**config.mk**
```make
export PLATFORM = sky130hd
export DESIGN_NAME = ce_timer_bank_flat
export DESIGN_NICKNAME = d
export VERILOG_FILES = /design/src/rtl/ce_timer_pkg.sv /design/src/rtl/ce_timer_bank_if.sv /design/src/rtl/ce_divider.sv /design/src/rtl/ce_timer_bank.sv /design/src/flat_wrapper.sv
export SDC_FILE = /design/constraint.sdc
export NUM_CORES = 1
export LEC_CHECK = 0
export CAP_MARGIN = 25
export CORE_ASPECT_RATIO = 0.75
export CORE_MARGIN = 4
export CORE_UTILIZATION = 48
export CTS_CLUSTER_DIAMETER = 30
export CTS_CLUSTER_SIZE = 8
export DETAILED_ROUTE_END_ITERATION = 8
export PLACE_DENSITY = 0.78
export SLEW_MARGIN = 5
export SYNTH_ARGS = -nofsm -noshare
export SYNTH_HDL_FRONTEND = slang
export SYNTH_SLANG_ARGS = --single-unit
```
**constraint.sdc**
```tcl
create_clock -name clk -period 2.42 [get_ports clk]
set_clock_uncertainty 0.15 [all_clocks]
set_input_delay 0.242 -clock clk [delete_from_list [all_inputs] [get_ports clk]]
set_output_delay 0.242 -clock clk [all_outputs]
set_load 0.01 [all_outputs]
```
**src/rtl/ce_timer_pkg.sv**
```systemverilog
// Shared types and arcade-build defaults for the clock-enable / interrupt timer bank.
package ce_timer_pkg;

    localparam int CNT_W_DEF = 16;
    typedef logic [CNT_W_DEF-1:0] cnt_t;

    // Divisors for the arcade build (period = divisor + 1 system clocks)
    localparam cnt_t DIV_3MHZ = cnt_t'(7);
    localparam cnt_t DIV_6MHZ = cnt_t'(3);
    localparam cnt_t DIV_3KHZ = cnt_t'(8191);
    localparam cnt_t DIV_6KHZ = cnt_t'(4095);

    localparam int IRQ_PERIOD_DEF = 14;
    localparam int IRQ_AT_DEF     = 12;

    function automatic int irq_cnt_w(input int period);
        return (period < 2) ? 1 : $clog2(period);
    endfunction

endpackage

```
**src/rtl/ce_timer_bank_if.sv**
```systemverilog
// Control/status bundle between the timer bank and its host: divisor and phase
// programming in, clock-enable strobes, square levels, interrupt and core reset out.
interface ce_timer_bank_if
    import ce_timer_pkg::*;
#(
    parameter int NUM_CH = 4,
    parameter int CNT_W  = CNT_W_DEF
);
    logic [NUM_CH-1:0][CNT_W-1:0] div_i;
    logic [NUM_CH-1:0][CNT_W-1:0] phase_i;
    logic [NUM_CH-1:0]            en_i;
    logic                         resync_i;
    logic                         irq_en_i;
    logic [NUM_CH-1:0]            tick_o;
    logic [NUM_CH-1:0]            level_o;
    logic                         irq_o;
    logic                         core_rst_o;

    modport master (
        output div_i, phase_i, en_i, resync_i, irq_en_i,
        input  tick_o, level_o, irq_o, core_rst_o
    );

    modport slave (
        input  div_i, phase_i, en_i, resync_i, irq_en_i,
        output tick_o, level_o, irq_o, core_rst_o
    );
endinterface

```
**src/rtl/ce_divider.sv**
```systemverilog
// One divider channel: wrap counter with registered tick strobe and square level.
// term_o is the unregistered terminal event, exposed for same-cycle consumers.
module ce_divider
    import ce_timer_pkg::*;
#(
    parameter int CNT_W = CNT_W_DEF
) (
    input  logic             clk,
    input  logic             rst,
    input  logic [CNT_W-1:0] div_i,
    input  logic [CNT_W-1:0] phase_i,
    input  logic             en_i,
    input  logic             resync_i,
    output logic             term_o,
    output logic             tick_o,
    output logic             level_o
);

    logic [CNT_W-1:0] cnt_q, cnt_d;
    logic             tick_q, tick_d;
    logic             level_q, level_d;
    logic             term;

    always_comb begin
        // >= rather than == so a divisor lowered below the count wraps at once
        term    = !rst && !resync_i && en_i && (cnt_q >= div_i);
        cnt_d   = cnt_q;
        tick_d  = term;
        level_d = (cnt_q > (div_i >> 1));
        if (rst) begin
            cnt_d   = phase_i;
            tick_d  = 1'b0;
            level_d = 1'b0;
        end else if (resync_i) begin
            cnt_d = phase_i;
        end else if (en_i) begin
            cnt_d = term ? '0 : cnt_q + CNT_W'(1);
        end
    end

    always_ff @(posedge clk) begin
        cnt_q   <= cnt_d;
        tick_q  <= tick_d;
        level_q <= level_d;
    end

    assign term_o  = term;
    assign tick_o  = tick_q;
    assign level_o = level_q;

endmodule

```
**src/rtl/ce_timer_bank.sv**
```systemverilog
// Bank of NUM_CH clock-enable dividers plus the periodic interrupt counter and
// the core-reset release derived from selected channels.
module ce_timer_bank
    import ce_timer_pkg::*;
#(
    parameter int NUM_CH     = 4,
    parameter int CNT_W      = CNT_W_DEF,
    parameter int IRQ_SRC    = 2,
    parameter int IRQ_PERIOD = IRQ_PERIOD_DEF,
    parameter int IRQ_AT     = IRQ_AT_DEF,
    parameter int RST_SRC    = 0
) (
    input  logic          clk,
    input  logic          rst,
    ce_timer_bank_if.slave bus
);

    localparam int IRQ_W = irq_cnt_w(IRQ_PERIOD);
    // Channel selects as masks so every divider output feeds real logic
    localparam logic [NUM_CH-1:0] IRQ_SRC_MASK = NUM_CH'(1) << IRQ_SRC;
    localparam logic [NUM_CH-1:0] RST_SRC_MASK = NUM_CH'(1) << RST_SRC;

    logic [NUM_CH-1:0] term;
    logic [NUM_CH-1:0] tick;
    logic [NUM_CH-1:0] level;

    for (genvar c = 0; c < NUM_CH; c++) begin : g_ch
        ce_divider #(
            .CNT_W (CNT_W)
        ) u_div (
            .clk      (clk),
            .rst      (rst),
            .div_i    (bus.div_i[c]),
            .phase_i  (bus.phase_i[c]),
            .en_i     (bus.en_i[c]),
            .resync_i (bus.resync_i),
            .term_o   (term[c]),
            .tick_o   (tick[c]),
            .level_o  (level[c])
        );
    end

    logic             irq_src_ev;
    logic             rst_src_tick;
    logic [IRQ_W-1:0] irq_cnt_q, irq_cnt_d;
    logic             irq_q, irq_d;
    logic             core_rst_q, core_rst_d;

    assign irq_src_ev   = |(term & IRQ_SRC_MASK);
    assign rst_src_tick = |(tick & RST_SRC_MASK);

    always_comb begin
        irq_cnt_d  = irq_cnt_q;
        irq_d      = (irq_cnt_q == IRQ_W'(IRQ_AT));
        core_rst_d = core_rst_q;
        if (rst) begin
            irq_cnt_d  = '0;
            irq_d      = 1'b0;
            core_rst_d = 1'b1;
        end else begin
            // Disable wins over a coincident source event
            if (!bus.irq_en_i) begin
                irq_cnt_d = '0;
                irq_d     = 1'b0;
            end else if (irq_src_ev) begin
                irq_cnt_d = (irq_cnt_q == IRQ_W'(IRQ_PERIOD - 1)) ? '0 : irq_cnt_q + IRQ_W'(1);
            end
            if (rst_src_tick) begin
                core_rst_d = 1'b0;
            end
        end
    end

    always_ff @(posedge clk) begin
        irq_cnt_q  <= irq_cnt_d;
        irq_q      <= irq_d;
        core_rst_q <= core_rst_d;
    end

    assign bus.tick_o     = tick;
    assign bus.level_o    = level;
    assign bus.irq_o      = irq_q;
    assign bus.core_rst_o = core_rst_q;

endmodule

```
**src/flat_wrapper.sv**
```systemverilog
// flat-port wrapper written by rule: the top's interface ports become plain ports
module ce_timer_bank_flat import ce_timer_pkg::*;
#(
    parameter int NUM_CH     = 4,
    parameter int CNT_W      = CNT_W_DEF,
    parameter int IRQ_SRC    = 2,
    parameter int IRQ_PERIOD = IRQ_PERIOD_DEF,
    parameter int IRQ_AT     = IRQ_AT_DEF,
    parameter int RST_SRC    = 0
)
  (clk, rst, bus_div_i, bus_phase_i, bus_en_i, bus_resync_i, bus_irq_en_i, bus_tick_o, bus_level_o, bus_irq_o, bus_core_rst_o);
  ce_timer_bank_if #(.NUM_CH(NUM_CH), .CNT_W(CNT_W)) bus_i ();
  input  logic clk;
  input  logic rst;
  input wire logic [$bits(bus_i.div_i)-1:0] bus_div_i;
  input wire logic [$bits(bus_i.phase_i)-1:0] bus_phase_i;
  input wire logic [$bits(bus_i.en_i)-1:0] bus_en_i;
  input wire logic [$bits(bus_i.resync_i)-1:0] bus_resync_i;
  input wire logic [$bits(bus_i.irq_en_i)-1:0] bus_irq_en_i;
  output wire logic [$bits(bus_i.tick_o)-1:0] bus_tick_o;
  output wire logic [$bits(bus_i.level_o)-1:0] bus_level_o;
  output wire logic [$bits(bus_i.irq_o)-1:0] bus_irq_o;
  output wire logic [$bits(bus_i.core_rst_o)-1:0] bus_core_rst_o;
  assign bus_i.div_i = bus_div_i;
  assign bus_i.phase_i = bus_phase_i;
  assign bus_i.en_i = bus_en_i;
  assign bus_i.resync_i = bus_resync_i;
  assign bus_i.irq_en_i = bus_irq_en_i;
  assign bus_tick_o = bus_i.tick_o;
  assign bus_level_o = bus_i.level_o;
  assign bus_irq_o = bus_i.irq_o;
  assign bus_core_rst_o = bus_i.core_rst_o;
  ce_timer_bank #(.NUM_CH(NUM_CH), .CNT_W(CNT_W), .IRQ_SRC(IRQ_SRC), .IRQ_PERIOD(IRQ_PERIOD), .IRQ_AT(IRQ_AT), .RST_SRC(RST_SRC)) u_core (.clk(clk), .rst(rst), .bus(bus_i));
endmodule
```
; Word level (Yosys, flattened, before mapping)
; Index checks and enable logic that the tools add are counted.
[word_totals]
ff_bits = 78
inputBits = 136
elab_cells = 64
[op_classes]
n_addsub = 5
order_cmp = 8
eq_ne = 2
n_mux = 17
bitwise = 1
n_reduce_logical = 16
[op_table]
columns = operator, count
row1 = 16-bit 2-to-1 mux, 16
row2 = "16-bit by 1-bit adder with 16-bit output, second input constant", 4
row3 = 16-bit greater-or-equal comparator, 4
row4 = 16-bit by 15-bit > comparator with 1-bit output, 4
row5 = 3-bit nonzero test, 4
row6 = 1-bit logical AND, 9
row7 = "4-bit equality test, second input constant", 2
row8 = "4-bit by 1-bit adder with 4-bit output, second input constant", 1
row9 = 4-bit 2-to-1 mux, 1
row10 = 1-bit zero test, 2
row11 = 2-bit OR reduction, 1
row12 = 1-bit inverter, 1

; Longest topological paths before layout
[depth]
ltp_word = 8
depth_mapped = 9
ltp_nobuf = 8

; Cells and area by module
; Synthesis repeated with hierarchy kept, for this count alone.
[hier_totals]
hier_cells = 790
hier_area_um2 = 7434.6
[modules_own_cells]
columns = module, instances, cells_per_inst, area_each_um2
row1 = ce_divider, 4, 191, 1798.0
row2 = ce_timer_bank, 1, 26, 242.7

; Worst setup path after synthesis
; No wires, ideal clock.
[synth_timing]
kind = register -> register
from = register u_core.g_ch[2].u_div.cnt_q[14]
to = register u_core.irq_cnt_q[2]
arrival_time_ps = 2205
required_ps = 2153
path_slack_ps = -53
stages_incl_launch_ff = 9
cell_sequence = edfxtp_1 ha_1 nand4_1 nor3_2 or4b_1 a31oi_2 buf_6 o2111ai_1 a32o_1
[synth_via]
elab_chain_cells = 2
[synth_rtl]
columns = element, line
row1 = "start, declared", ce_divider.sv:19  ; logic [CNT_W-1:0] cnt_q, cnt_d;
row2 = "start signal, assigned", ce_divider.sv:42  ; cnt_q <= cnt_d;
row3 = 16-bit greater-or-equal comparator, ce_divider.sv:26  ; term = !rst && !resync_i && en_i && (cnt_q >= div_i);
row4 = 1-bit logical AND, ce_divider.sv:26
row5 = "end signal, assigned", ce_timer_bank.sv:75  ; irq_cnt_q <= irq_cnt_d;
row6 = "end, declared", ce_timer_bank.sv:45  ; logic [IRQ_W-1:0] irq_cnt_q, irq_cnt_d;
; Every way passes these cells.
; A chain may end at the register's enable or synchronous reset.

; Final worst setup path
[layout_timing]
from = register u_core.g_ch[2].u_div.cnt_q[13]
to = register u_core.g_ch[2].u_div.cnt_q[7], data pin
[layout_via]
elab_chain_cells = 6
[layout_rtl]
columns = element, line
row1 = 16-bit greater-or-equal comparator, ce_divider.sv:26
row2 = 1-bit logical AND, ce_divider.sv:26
row3 = 16-bit 2-to-1 mux, ce_divider.sv:37  ; cnt_d = term ? '0 : cnt_q + CNT_W'(1);
row4 = 16-bit 2-to-1 mux, ce_divider.sv:36  ; end else if (en_i) begin
row5 = 16-bit 2-to-1 mux, ce_divider.sv:34  ; end else if (resync_i) begin
row6 = 16-bit 2-to-1 mux, ce_divider.sv:30  ; if (rst) begin
row7 = via u_core.g_ch[2].u_div.cnt_d[7], ce_divider.sv:19
; The timed path passes the listed nets, and every way through them passes these cells. The select of a mux whose other input is x is not followed.

==> reports/metrics.yaml <==
floorplan.die.width_um: 149
ys_async_sr_fraction: 0
worst_skew_pair.late_latency_ns: 0.34
grt_setup_unrepaired: "yes"
period_needed_ns: 2.57
cp_data_arrival_time_ns: 2.50
core-area_um2: 14500
final_worst_path_period_share: 1.06
slew_headroom: 0.537
grt_pass1_vias: 6393
initialDrtViolationCount: 358
pd_cells_nw_per_um2: 477
die_area_um2: 16900
layout.core_utilization: 0.684
power.combinational.fraction: 0.343
detailed_place_hpwl_um: 15300
nets_finish: 1292
critical_path_peak_fanout: 11
timing.hold.worst.class: "reg -> reg"
cts.path.max_buffers: 2
final_critical_path_setup_slack_ns: -0.146
n_fill_cell: 1195
finalSetupViolations: 20
drtPass1Iterations: 5
final_non_filler_cell_area_um2: 9960
netlist-cell-type-count: 48
power.share.sequential: 0.373
yosysWarnings: 0
avgViaCountPerCell: 5.40
route.antenna.remaining_nets: 0
synthesis.instances: 790
internal-power_mw: 3.32
grt_pass1_wl_um: 30900
cp-end-kind: "flop"
synth_edf_count: 64
stdcell_count: 1234
floorplan.io_pins: 146
timing.critical_path.from_type: "flop"
synth.net_count: 1054
syn2layout_area_growth_pct: 39.2
net-switching-power_mw: 1.42
worstMarginPinSlew_ns: 0.695
cts-htree-levels: 3
chipHeight_um: 114
antenna_found_initial: 1
clock_tree_from_tritoncts: "yes"
detailedPlace.worstSlack_ns: -0.447
max_freq_mhz: 390
cts_hold_repair.buffers: 0
placement_rows: 38
ys_seq_area_frac: 0.308
detailed_place.area_um2: 9530
remaining_drc_errors: 0
register_bit_count_reported_by_yosys: 78
result_of_the_run: "finished with violations"
clk_network_pwr_share: 0.284
slew_violations: 0
cts.sinks: 78
route.final.wire_length_um: 19400
synth.cell_area_um2: 7150
cts_made_buffers: 9
grt-ovfl-total: 0
synth_flop_type: "edfxtp_1"
vias: 6663
worst_hold_slack_ns: 0.314
post_synth.cell_area_avg_um2: 9.05
ir_drop_mv: 0.318
power.total_mw: 4.75
fin_tns_setup_ns: -2.29
timing.critical_path.required_ns: 2.35
portBuffers: 145
grt_start_max_net_pins: 65
start_util: 0.492
violated_checks: "negative setup slack"
clockRootBuffer: "clkbuf_16"
global_route.usage.total: 0.225
route.detailed.wl_per_inst_um: 15.8
worstSetupPathType: "reg -> reg"
drv.max_cap_violation_count: 0
swShare: 0.300
leakage_nw: 4.32
hold_viol: 0
drive_gt1_frac: 0.137
post-place-cells: 1210
clkSlewWorstSetupHoldPaths_ns: 0.06
finalWeightedCongestion: 0.920
[cell families (layout without fill, tap and decap cells)]
group | Yosys count | in the layout | synth area share
AOI/OAI and AO/OA | 168 | 168 | 0.160
buffers and inverters | 105 | 348 | 0.0609
xor gates and xnor gates | 57 | 57 | 0.0698
DFF | 78 | 78 | 0.308
and+or+nand+nor | 253 | 253 | 0.176
muxes | 1 | 1 | 0.00140
other | 0 | 1 | 0
adders and majority gates | 128 | 128 | 0.224
[cell usage in the layout, fill, tap and decap left out, types with 6 or more instances in the layout]
| master | n |
|---|---|
| clkdlybuf4s50_1 | 145 |
| ha_1 | 127 |
| buf_4 | 108 |
| nor2_1 | 76 |
| inv_1 | 75 |
| edfxtp_1 | 64 |
| nand2_1 | 62 |
| a21oi_1 | 37 |
| a211oi_1 | 37 |
| xor2_1 | 36 |
| nand4_1 | 29 |
| nand3_1 | 23 |
| xnor2_1 | 21 |
| o21ai_0 | 18 |
| a21o_1 | 18 |
| o31ai_1 | 14 |
| dfxtp_1 | 14 |
| nor2b_1 | 13 |
| and4_1 | 10 |
| clkbuf_16 | 9 |
| and3_1 | 8 |
| o21a_1 | 7 |
| nand2b_1 | 6 |
[path summary, 6_finish.rpt]
| check | from | to | slack, ns | cells after the start |
|---|---|---|---|---|
| max | u_core.g_ch[2].u_div.cnt_q[13] | u_core.g_ch[2].u_div.cnt_q[7] | -0.15 | 7 |
| min | u_core.bus.core_rst_o | u_core.bus.core_rst_o | 0.31 | 1 |
| max reg2reg | u_core.g_ch[2].u_div.cnt_q[13] | u_core.g_ch[2].u_div.cnt_q[7] | -0.15 | 7 |
| min reg2reg | u_core.bus.core_rst_o | u_core.bus.core_rst_o | 0.31 | 1 |
[power by group through the flow]
stage | logic, mW | registers (mW) | clock network, mW
after floorplan | 0.835 | 1.80 | 0
after global placement | 1.50 | 1.79 | 0
after detailed placement | 1.56 | 1.79 | 0
after CTS | 1.58 | 1.77 | 1.38
after global routing | 1.82 | 1.78 | 1.43
final | 1.63 | 1.77 | 1.35
[flip-flops by register name, summed over array words and instances, names as in the netlist]
name / flops
u_core.g_ch.u_div.level_o: 4
u_core.irq_cnt_q: 4
u_core.bus.core_rst_o: 1
u_core.g_ch.u_div.cnt_q: 64
u_core.g_ch.u_div.tick_o: 4
u_core.bus.irq_o: 1
[per-layer routing]
| layer | track usage | vias up | wire [um] |
|---|---|---|---|
| met5 | 0 | - | 0 |
| met4 | 0.0482 | 0 | 240 |
| met3 | 0.0548 | 23 | 1480 |
| met2 | 0.361 | 247 | 8710 |
| met1 | 0.310 | 3012 | 9010 |
| li1 | - | 3381 | - |
[worst max-delay path, stage by stage, from the launching register on]
cell and delay, ns:
edfxtp_1 0.48, ha_4 0.31, nand4_1 0.11, nor3_2 0.19, or4b_4 0.52, a31oi_4 0.27, buf_6 0.19, o31ai_1 0.09
[synthesized netlist by cell type (all sizes together), types with 6 or more instances]
cell | number | area share
o21ai | 22 | 0.015
nor2b | 13 | 0.011
a211oi | 42 | 0.044
a21oi | 38 | 0.027
o21a | 7 | 0.0073
nand2 | 62 | 0.033
clkbuf | 14 | 0.0073
and3 | 9 | 0.0079
nor2 | 77 | 0.040
dfxtp | 14 | 0.039
xor2 | 36 | 0.044
inv | 75 | 0.039
edfxtp | 64 | 0.27
and4 | 10 | 0.012
a21o | 18 | 0.019
nand2b | 6 | 0.0052
ha | 128 | 0.22
o31ai | 15 | 0.016
buf | 16 | 0.014
xnor2 | 21 | 0.026
nand3 | 23 | 0.016
nand4 | 29 | 0.025
[area by class of cell]
type                    count  area, um2  area share
repair buffers            257       2320       0.233
clock inverters             2       33.8     0.00339
flip-flops and latches     78       2200       0.221
multi-input cells         607       4610       0.463
diodes                      1       2.50    0.000251
inverters                  75        282      0.0283
well taps                 200        250      0.0251
clock buffers              14        254      0.0255
[what timing repair did]
action,in CTS,in global routing
buffers inserted,3,4
pin swaps,1,2
resized for setup,5,12
cloned,0,0
setup endpoints to repair,21,49
Note: power is estimated with default switching activity, not from simulation.
